## src/rtl/accum_collector.sv

```systemverilog
// Accumulates framed signed partial products into dot products and queues each completed sum
// in a small result FIFO. Define ACCUM_SAT_EN to make every add saturate instead of wrap.
module accum_collector #(
  parameter int IWIDTH     = 32,
  parameter int OWIDTH     = 32,
  parameter int FIFO_DEPTH = 8
) (
  input  logic                          clk,
  input  logic                          rst,
  input  logic                          ivalid,
  input  logic [IWIDTH-1:0]             idata,
  input  logic                          accum_first,
  input  logic                          accum_last,
  output logic [OWIDTH-1:0]             odata,
  output logic                          ovalid,
  input  logic                          oready,
  output logic [$clog2(FIFO_DEPTH):0]   fifo_count,
  output logic                          busy,
  output logic                          overflow,
  output logic                          proto_err
);

  localparam int AW  = $clog2(FIFO_DEPTH);
  localparam int CW  = AW + 1;
  localparam int MSB = OWIDTH - 1;

  typedef enum logic {IDLE, ACCUM} state_t;

  state_t              state;
  logic [OWIDTH-1:0]   acc;
  logic [OWIDTH-1:0]   term;
  logic [OWIDTH-1:0]   add_raw;
  logic [OWIDTH-1:0]   add_res;
  logic [OWIDTH-1:0]   sum;
  logic                start;
  logic                framing_bad;
  logic                push;
  logic                pop;
  logic                full;
  logic                wr_en;

  logic [OWIDTH-1:0]   mem [FIFO_DEPTH];
  logic [AW-1:0]       wr_ptr;
  logic [AW-1:0]       rd_ptr;

  generate
    if (OWIDTH > IWIDTH) begin : g_ext
      assign term = {{(OWIDTH-IWIDTH){idata[IWIDTH-1]}}, idata};
    end else begin : g_noext
      assign term = idata;
    end
  endgenerate

  assign add_raw = acc + term;

`ifdef ACCUM_SAT_EN
  // Overflow only when both operands share a sign and the result's sign differs.
  logic add_ovf;
  assign add_ovf = (acc[MSB] == term[MSB]) && (add_raw[MSB] != acc[MSB]);
  assign add_res = !add_ovf ? add_raw :
                   (acc[MSB] ? {1'b1, {(OWIDTH-1){1'b0}}} : {1'b0, {(OWIDTH-1){1'b1}}});
`else
  assign add_res = add_raw;
`endif

  // A beat with no open sum starts one, framed correctly or not.
  assign start       = (state == IDLE) || accum_first;
  assign sum         = start ? term : add_res;
  assign framing_bad = ((state == IDLE) && !accum_first) || ((state == ACCUM) && accum_first);

  assign push  = ivalid && accum_last;
  assign pop   = ovalid && oready;
  assign full  = (fifo_count == CW'(FIFO_DEPTH));
  assign wr_en = push && (!full || pop);

  always_ff @(posedge clk) begin
    if (rst) begin
      state     <= IDLE;
      acc       <= '0;
      proto_err <= 1'b0;
    end else if (ivalid) begin
      if (framing_bad) proto_err <= 1'b1;
      acc   <= sum;
      state <= accum_last ? IDLE : ACCUM;
    end
  end

  always_ff @(posedge clk) begin
    if (wr_en) mem[wr_ptr] <= sum;
  end

  always_ff @(posedge clk) begin
    if (rst) begin
      wr_ptr     <= '0;
      rd_ptr     <= '0;
      fifo_count <= '0;
      overflow   <= 1'b0;
    end else begin
      if (wr_en) wr_ptr <= wr_ptr + 1'b1;
      if (pop)   rd_ptr <= rd_ptr + 1'b1;
      case ({wr_en, pop})
        2'b10:   fifo_count <= fifo_count + 1'b1;
        2'b01:   fifo_count <= fifo_count - 1'b1;
        default: fifo_count <= fifo_count;
      endcase
      if (push && !wr_en) overflow <= 1'b1;
    end
  end

  assign ovalid = (fifo_count != '0);
  assign odata  = ovalid ? mem[rd_ptr] : '0;
  assign busy   = (state == ACCUM) || ovalid;

endmodule
```

## config.mk

```make
export PLATFORM = sky130hd
export DESIGN_NAME = accum_collector
export DESIGN_NICKNAME = d
export VERILOG_FILES = /design/src/rtl/accum_collector.sv
export SDC_FILE = /design/constraint.sdc
export NUM_CORES = 1
export LEC_CHECK = 0
export CAP_MARGIN = 20
export CELL_PAD_IN_SITES_DETAIL_PLACEMENT = 1
export CELL_PAD_IN_SITES_GLOBAL_PLACEMENT = 2
export CORE_MARGIN = 5
export CORE_UTILIZATION = 47
export DETAILED_ROUTE_END_ITERATION = 8
export GPL_ROUTABILITY_DRIVEN = 0
export PLACE_DENSITY_LB_ADDON = 0.05
export SLEW_MARGIN = 25
export SYNTH_ARGS = -nofsm -noshare
export SYNTH_HDL_FRONTEND = slang
export SYNTH_SLANG_ARGS = --single-unit
```

## constraint.sdc

```tcl
create_clock -name clk -period 9.4 [get_ports clk]
set_input_delay 1.88 -clock clk [delete_from_list [all_inputs] [get_ports clk]]
set_output_delay 1.88 -clock clk [all_outputs]
set_load 0.01 [all_outputs]
```

==> summary.md, run 1 <==
| Metric | Value |
|---|---|
| Status | `finished clean` |
| Drt wl/cell | `23.63 um` |
| Flops & latches, synth | `roughly 300` |
| Synth unique cells | `between 70 and 80` |
| Final nets | `~1100` |
| Setup TNS | `0 ns` |
| Sw Pwr | `around 1.1 mW` |
| Clk pwr share | `0.316` |
| First-pass GRT wire length | `53.01 mm` |
| Worst-path cell chain | `buf_4 > mux4_2 > mux2i_1 > nor2_1 > clkdlybuf4s50_1` |
| Seq/Total Area, Yosys | `0.6202` |
| Fmax | `about 190 MHz` |
| VDD IR max | `about 0.15 mV` |
| Filler cells | `approximately 2900` |
| Total CTS buffers | `31` |
| Row count | `63` |
| Syn. warnings | `0` |
| H-tree depth | `1` |
| CP Class | `register to primary output` |
| Crit path max-delay family | `buffers and inverters` |
| Syn Area/Cell | `14.68 um^2` |
| Net count after synthesis | `between 1000 and 1500` |
| Routed WL | `between 30 and 40 mm` |
| CP Capture Type | `primary output` |
| Switching share of power | `0.2875` |
| Max cap viols | `0` |
| Clk_lat worst skew | `approximately 0.56 ns` |
| Chip Width | `182.2 um` |
| Critical path arrival | `3.45 ns` |
| Primary FF master, synth | `edfxtp_1` |
| PD cells | `between 200 and 250 nW/um^2` |
| RSZ-0062 raised after global routing | `false` |
| Hold/Removal Path Class | `register to register` |
| Startpoint types | `register` |
| Worst path bufs/invs | `2` |
| Final hold vios | `0` |
| Crit-path slowest cell | `buf_4` |
| Worst EP required | `7.52 ns` |
| Clock transition at path regs | `approximately 0.070 ns` |
| I/O Pins | `between 70 and 80` |
| Clk buf depth | `3` |
| Design Area, Final | `about 16000 um^2` |
| GRT Overall Usage | `0.2064` |
| FFs w/ async S/R, synth | `0` |
| Max-slew headroom | `0.2750` |
| Largest net degree at the start of global routing | `65` |
| Final setup skew | `slightly above 0.02 ns` |
| Cell internal pwr | `2.772 mW` |
| Final Critical Period | `around 5.3 ns` |
| Vias in the first global route | `~9000` |
| DRC | `0` |
| Hold Buf Count CTS | `0` |
| Setup bufs post-CTS | `0` |
| Flop pwr share | `0.405` |
| Number of I/O port buffers | `77` |
| Slowest cell delay on critical path | `0.78 ns` |
| Multi-input combinational cell area | `around 5000 um^2` |
| Final Max Slew Viols | `0` |
| GR Overflow Total | `0` |
| Placement Cell Area | `roughly 15000 um^2` |
| HPWL after detailed placement | `roughly 22 mm` |
| Num Clock Sinks | `304` |
| Reg area | `between 8000 and 9000 um^2` |
| Commonest non-fill, non-tap cell in the layout | `edfxtp_1` |
| Total number of vias | `around 8300` |
| Final period util | `0.5675` |
| Die area | `33210 um^2` |
| Share of layout cells above drive strength 1 | `0.1714` |
| Final setup vio count | `0` |
| Crit-path max FO | `44` |
| Post-synth EDFFs | `256` |
| Post-synth design cell area | `~14000 um^2` |
| Core footprint | `just under 30000 um^2` |
| Post-cts resize count | `0` |
| Antenna violations before repair | `0` |
| DR pass1 iterations | `5` |
| TritonCTS clock tree | `done` |
| Clock Root Buffer | `clkbuf_16` |
| Drt initial violations | `612` |
| Syn Inst Count | `950` |
| Starting Density | `0.4730` |
| Comb pwr share | `0.279` |
| Chip height | `182.2 um` |
| Post-DRT Antenna Nets | `0` |
| Slew at the pin closest to its max-slew limit | `roughly 1.1 ns` |
| Most frequent cells in the layout | `256 x edfxtp_1, 97 x nor2_1, 75 x clkdlybuf4s50_1` |
| Vias per cell | `roughly 5.7` |
| P&R area growth vs syn | `15.87%` |
| Antenna Cells | `0` |
| Lkg Pwr | `5.464 nW` |
-- power by group through the flow --
stage	clock network (mW)	logic [mW]	registers (mW)
2_1_floorplan	0	0.672	1.57
3_3_place_gp	0	1.09	1.60
3_5_place_dp	0	1.10	1.61
4_1_cts	1.26	1.11	1.58
5_1_grt	1.33	1.18	1.58
6_report	1.23	1.08	1.58
-- worst register-to-register path, cell delays in order (launching register included) --
cell and delay [ns]:
dfxtp_1 0.32, ha_1 0.22, fa_1 0.43, a21o_1 0.25
a31oi_2 0.29, o21ai_2 0.14, a31oi_2 0.32, nor4_2 0.10
o21a_1 0.24, o21a_1 0.18, o31ai_1 0.65
-- layer usage --
metal  GRT usage  vias to the layer above  wire, um
met2      0.3351                      157     16110
met1      0.3084                     4243     16210
met4     0.03452                        0       377
li1            -                     3839         -
met5           0                        -         0
met3     0.02392                       24      1326
-- registers in the layout (all words and copies together) (netlist names), named ones only --
name,cells
overflow,1
proto_err,1
mem,256
state,1
fifo_count,4
acc,32
wr_ptr,3
rd_ptr,3
-- through the flow --
| step | total power [mW] | util | std cells | setup WS, ns | hold slack, ns |
|---|---|---|---|---|---|
| 2_1_floorplan | 2.246 | - | 950 | 4.236 | 0.4491 |
| 3_3_place_gp | 2.699 | 0.5131 | 1383 | 4.061 | 0.4501 |
| 3_5_place_dp | 2.710 | 0.5131 | 1383 | 3.884 | 0.4744 |
| 4_1_cts | 3.945 | 0.5478 | 1440 | 3.931 | 0.4887 |
| 5_1_grt | 4.095 | 0.5480 | 1440 | 3.778 | 0.5009 |
| 6_report | 3.890 | 0.5480 | 1440 | 4.066 | 0.4826 |
-- final cells by class --
type / count / share of cell area
timing repair buffer: 92 / 0.05406
multi-input combinational: 577 / 0.3121
sequential: 304 / 0.5357
inverter: 20 / 0.004647
tap: 390 / 0.03020
clock buffer: 39 / 0.05173
clock inverter: 18 / 0.01154
-- path summary, 6_finish.rpt --
kind              slack [ns]                   start                      to  cells past startpoint
setup reg to reg        5.95     acc[0]$_SDFFE_PP0P_    mem[1][26]$_DFFE_PP_                     10
hold reg to reg         0.48  proto_err$_SDFFE_PP0P_  proto_err$_SDFFE_PP0P_                      2
setup / recovery        4.07                register               odata[15]                      5
hold / removal          0.48  proto_err$_SDFFE_PP0P_  proto_err$_SDFFE_PP0P_                      2
-- cells in the mapped netlist (all sizes together), types with 3 or more instances --
library cell,n,area share
nor4,5,0.0042
nor2b,4,0.0018
a311oi,6,0.0042
mux2,20,0.016
clkbuf,26,0.0077
or3,5,0.0022
and3,4,0.0022
or2,4,0.0018
ha,36,0.032
buf,23,0.010
nand3,10,0.0036
mux2i,46,0.033
nor3,12,0.0047
a21oi,52,0.019
o31ai,4,0.0022
o211a,4,0.0029
edfxtp,256,0.55
dfxtp,48,0.069
a31oi,6,0.0040
xor2,11,0.0069
inv,19,0.0051
o21bai,6,0.0032
nand4,6,0.0027
o221ai,3,0.0019
a21o,11,0.0059
nand2b,13,0.0058
o21a,7,0.0038
xnor2,14,0.0088
mux4,64,0.10
o21ai,25,0.0095
nand2,55,0.015
nor2,103,0.028
a211oi,5,0.0027
-- cells by family (layout without fill, tap and decap cells) --
family	after synthesis	in the layout	share of synthesized area
adders and majority gates	38	38	0.03518
DFF	304	304	0.6202
xor gates and xnor gates	25	25	0.01570
muxes	130	130	0.1528
and+or+nand+nor	230	230	0.07699
buffers and inverters	69	169	0.02333
AOI/OAI and AO/OA	154	154	0.07574
Power figures use the tool's default switching activity.
==> inputs of run 2 (changes only) <==
--- a/config.mk
+++ b/config.mk
@@ -9,7 +9,7 @@
 export CELL_PAD_IN_SITES_DETAIL_PLACEMENT = 1
 export CELL_PAD_IN_SITES_GLOBAL_PLACEMENT = 2
 export CORE_MARGIN = 5
-export CORE_UTILIZATION = 47
+export CORE_UTILIZATION = 39
 export DETAILED_ROUTE_END_ITERATION = 8
 export GPL_ROUTABILITY_DRIVEN = 0
 export PLACE_DENSITY_LB_ADDON = 0.05
==> constraint.sdc (replaced) <==
create_clock -name clk -period 4.8 [get_ports clk]
set_input_delay 0.96 -clock clk [delete_from_list [all_inputs] [get_ports clk]]
set_output_delay 0.96 -clock clk [all_outputs]
set_load 0.01 [all_outputs]
==> summary.md, run 2 (synthesis results as in run 1) <==
| Metric | Value |
|---|---|
| Metal3 WL | `1.114 mm (was 1.326 mm)` |
| Hold Buf Count CTS | `0 (unchanged)` |
| Routed WL | `35.46 mm (was 34.02 mm)` |
| Met1 Wirelength | `17.49 mm (was 16.21 mm)` |
| Largest register FFs | `256 (unchanged)` |
| Post-cts resize count | `0 (unchanged)` |
| GR Overflow Total | `0 (unchanged)` |
| Worst EP required | `4.99 ns (was 7.52 ns)` |
| Clock Root Buffer | `clkbuf_16 (unchanged)` |
| PD cells | `472.5 nW/um^2 (was 240.8 nW/um^2)` |
| Final Max Slew Viols | `0 (unchanged)` |
| HPWL after detailed placement | `23.11 mm (was 21.77 mm)` |
| Final nets | `1117 (was 1102)` |
| Clk_lat worst skew | `0.52 ns (was 0.56 ns)` |
| First-pass GRT wire length | `54.35 mm (was 53.01 mm)` |
| Final setup vio count | `0 (unchanged)` |
| Hold wc startpoint | `overflow$_SDFFE_PP0P_ (was proto_err$_SDFFE_PP0P_)` |
| Final Critical Period | `3.919 ns` |
| Share of layout cells above drive strength 1 | `0.1806 (was 0.1714)` |
| Highest metal used | `met4 (unchanged)` |
| Max cap viols | `0 (unchanged)` |
| Antenna violations before repair | `0 (unchanged)` |
| Setup bufs post-CTS | `0 (unchanged)` |
| Row count | `69 (was 63)` |
| Min setup slack post-route | `0.8808 ns (was 4.066 ns)` |
| Total CTS buffers | `34 (was 31)` |
| Slew at the pin closest to its max-slew limit | `0.7908 ns (was 1.088 ns)` |
| Final setup skew | `0.02773 ns (was 0.02076 ns)` |
| Num Clock Sinks | `304 (unchanged)` |
| Die area | `39630 um^2 (was 33210 um^2)` |
| Fmax | `between 200 and 300 MHz` |
| DR pass1 iterations | `5 (unchanged)` |
| Final hold vios | `0 (unchanged)` |
| H-tree depth | `2 (was 1)` |
| WL met2 | `16.34 mm (was 16.11 mm)` |
| Inst Count DP | `1466 (was 1383)` |
| Number of I/O port buffers | `77 (unchanged)` |
| Core footprint | `35400 um^2 (was 29480 um^2)` |
| Pre-CTS WS | `0.4016 ns (was 3.884 ns)` |
| CP Class | `input pin to register (was register to primary output)` |
| Post-DRT Antenna Nets | `0 (unchanged)` |
| GRT Overall Usage | `0.1816 (was 0.2064)` |
| Final hold slack | `0.4771 ns (was 0.4826 ns)` |
| Crit-path max FO | `8 (was 44)` |
| Reg2reg start | `acc[0]$_SDFFE_PP0P_ (unchanged)` |
| P&R area growth vs syn | `17.48% (was 15.87%)` |
| Reg2reg setup slack | `1.46 ns (was 5.95 ns)` |
| Drt wl/cell | `23.22 um (was 23.63 um)` |
| Commonest non-fill, non-tap cell in the layout | `edfxtp_1 (unchanged)` |
| Startpoint types | `input pin (was register)` |
| Critical path arrival | `4.11 ns (was 3.45 ns)` |
| Hold Path Depth | `2 (unchanged)` |
| Lkg Pwr | `5.546 nW (was 5.464 nW)` |
| Largest net degree at the start of global routing | `43 (was 65)` |
| Max-slew headroom | `0.4673 (was 0.2750)` |
| Overall power | `7.740 mW (was 3.890 mW)` |
| Layout Cells excl Fill | `1527 (was 1440)` |
| Vias in the first global route | `8789 (was 8816)` |
| Top flop regs | `mem x256, acc x32, fifo_count x4 (unchanged)` |
| Chip height | `199.1 um (was 182.2 um)` |
| Total number of vias | `8273 (was 8263)` |
| Largest reg by FF count | `mem (unchanged)` |
| RSZ-0062 raised after global routing | `false (unchanged)` |
| Hold/Removal Path Class | `register to register (unchanged)` |
| Drt initial violations | `576 (was 612)` |
| Clock transition at path regs | `0.06 ns (was 0.07 ns)` |
| VDD IR max | `0.3428 mV (was 0.1544 mV)` |
| R2R depth | `10 (unchanged)` |
| I/O Pins | `78 (unchanged)` |
| Most frequent cells in the layout | `256 x edfxtp_1, 97 x nor2_1, 75 x clkdlybuf4s50_1 (unchanged)` |
| Clk buf depth | `3 (unchanged)` |
| Hold Path Sink | `overflow$_SDFFE_PP0P_ (was proto_err$_SDFFE_PP0P_)` |
| Setup TNS | `0 ns (unchanged)` |
| Vias per cell | `5.418 (was 5.738)` |
| R2R Path End | `mem[6][30]$_DFFE_PP_ (was mem[1][26]$_DFFE_PP_)` |
| Final period util | `0.8165` |
| Status | `finished clean (unchanged)` |
| TritonCTS clock tree | `done (unchanged)` |
| CP Capture Type | `register (was primary output)` |
| Starting Density | `0.3939 (was 0.4730)` |
| DRC | `0 (unchanged)` |
| Chip Width | `199.1 um (was 182.2 um)` |
-- run 2: where the power goes --
group	internal, mW	switching, mW	total [mW]
Sequential	2.98	0.101	3.08
Clock	1.46	1.03	2.49
Combinational	1.07	1.10	2.17
Total	5.51	2.23	7.74
-- run 2: critical path, stage by stage --
cell	delay [ns]
clkdlybuf4s50_1	0.42
ha_1	0.27
fa_1	0.43
a21o_1	0.24
a31oi_2	0.28
o21ai_2	0.14
a31oi_2	0.28
nor4_2	0.10
o31ai_1	0.28
mux2_2	0.38
o21ai_0	0.31
-- run 2: layer usage --
layer / global-route usage / vias to the layer above
met4: 0.03597 / 0
met5: 0 / -
met2: 0.2896 / 119
li1: - / 3870
met3: 0.02495 / 36
met1: 0.2697 / 4248
-- run 2: stage by stage --
stage / util / cell area, um^2
2_1_floorplan: - / 13940
3_3_place_gp: 0.4328 / 15320
3_5_place_dp: 0.4328 / 15320
4_1_cts: 0.4626 / 16370
5_1_grt: 0.4626 / 16370
6_report: 0.4628 / 16380
-- run 2: worst max-delay path by stage --
stage | from | endpoint | slack, ns | cells after the start
global placement | idata[0] | mem[0][30]$_DFFE_PP_ | 0.45 | 11
global route | register | odata[29] | 0.73 | 5
CTS | register | odata[29] | 0.86 | 5
detailed placement | idata[0] | mem[1][30]$_DFFE_PP_ | 0.40 | 11
finish | idata[0] | mem[6][30]$_DFFE_PP_ | 0.88 | 11
floorplan | ivalid | mem[0][0]$_DFFE_PP_ | 0.56 | 4
-- run 2: layout make-up --
cell class                 count  area, um^2
antenna                        3       7.507
clock buffer                  41       908.4
clock inverter                17       146.4
fill                        3519       19020
inverter                      20       75.07
multi-input combinational    577        5036
sequential                   304        8655
tap                          461       576.8
timing repair buffer         104       975.9
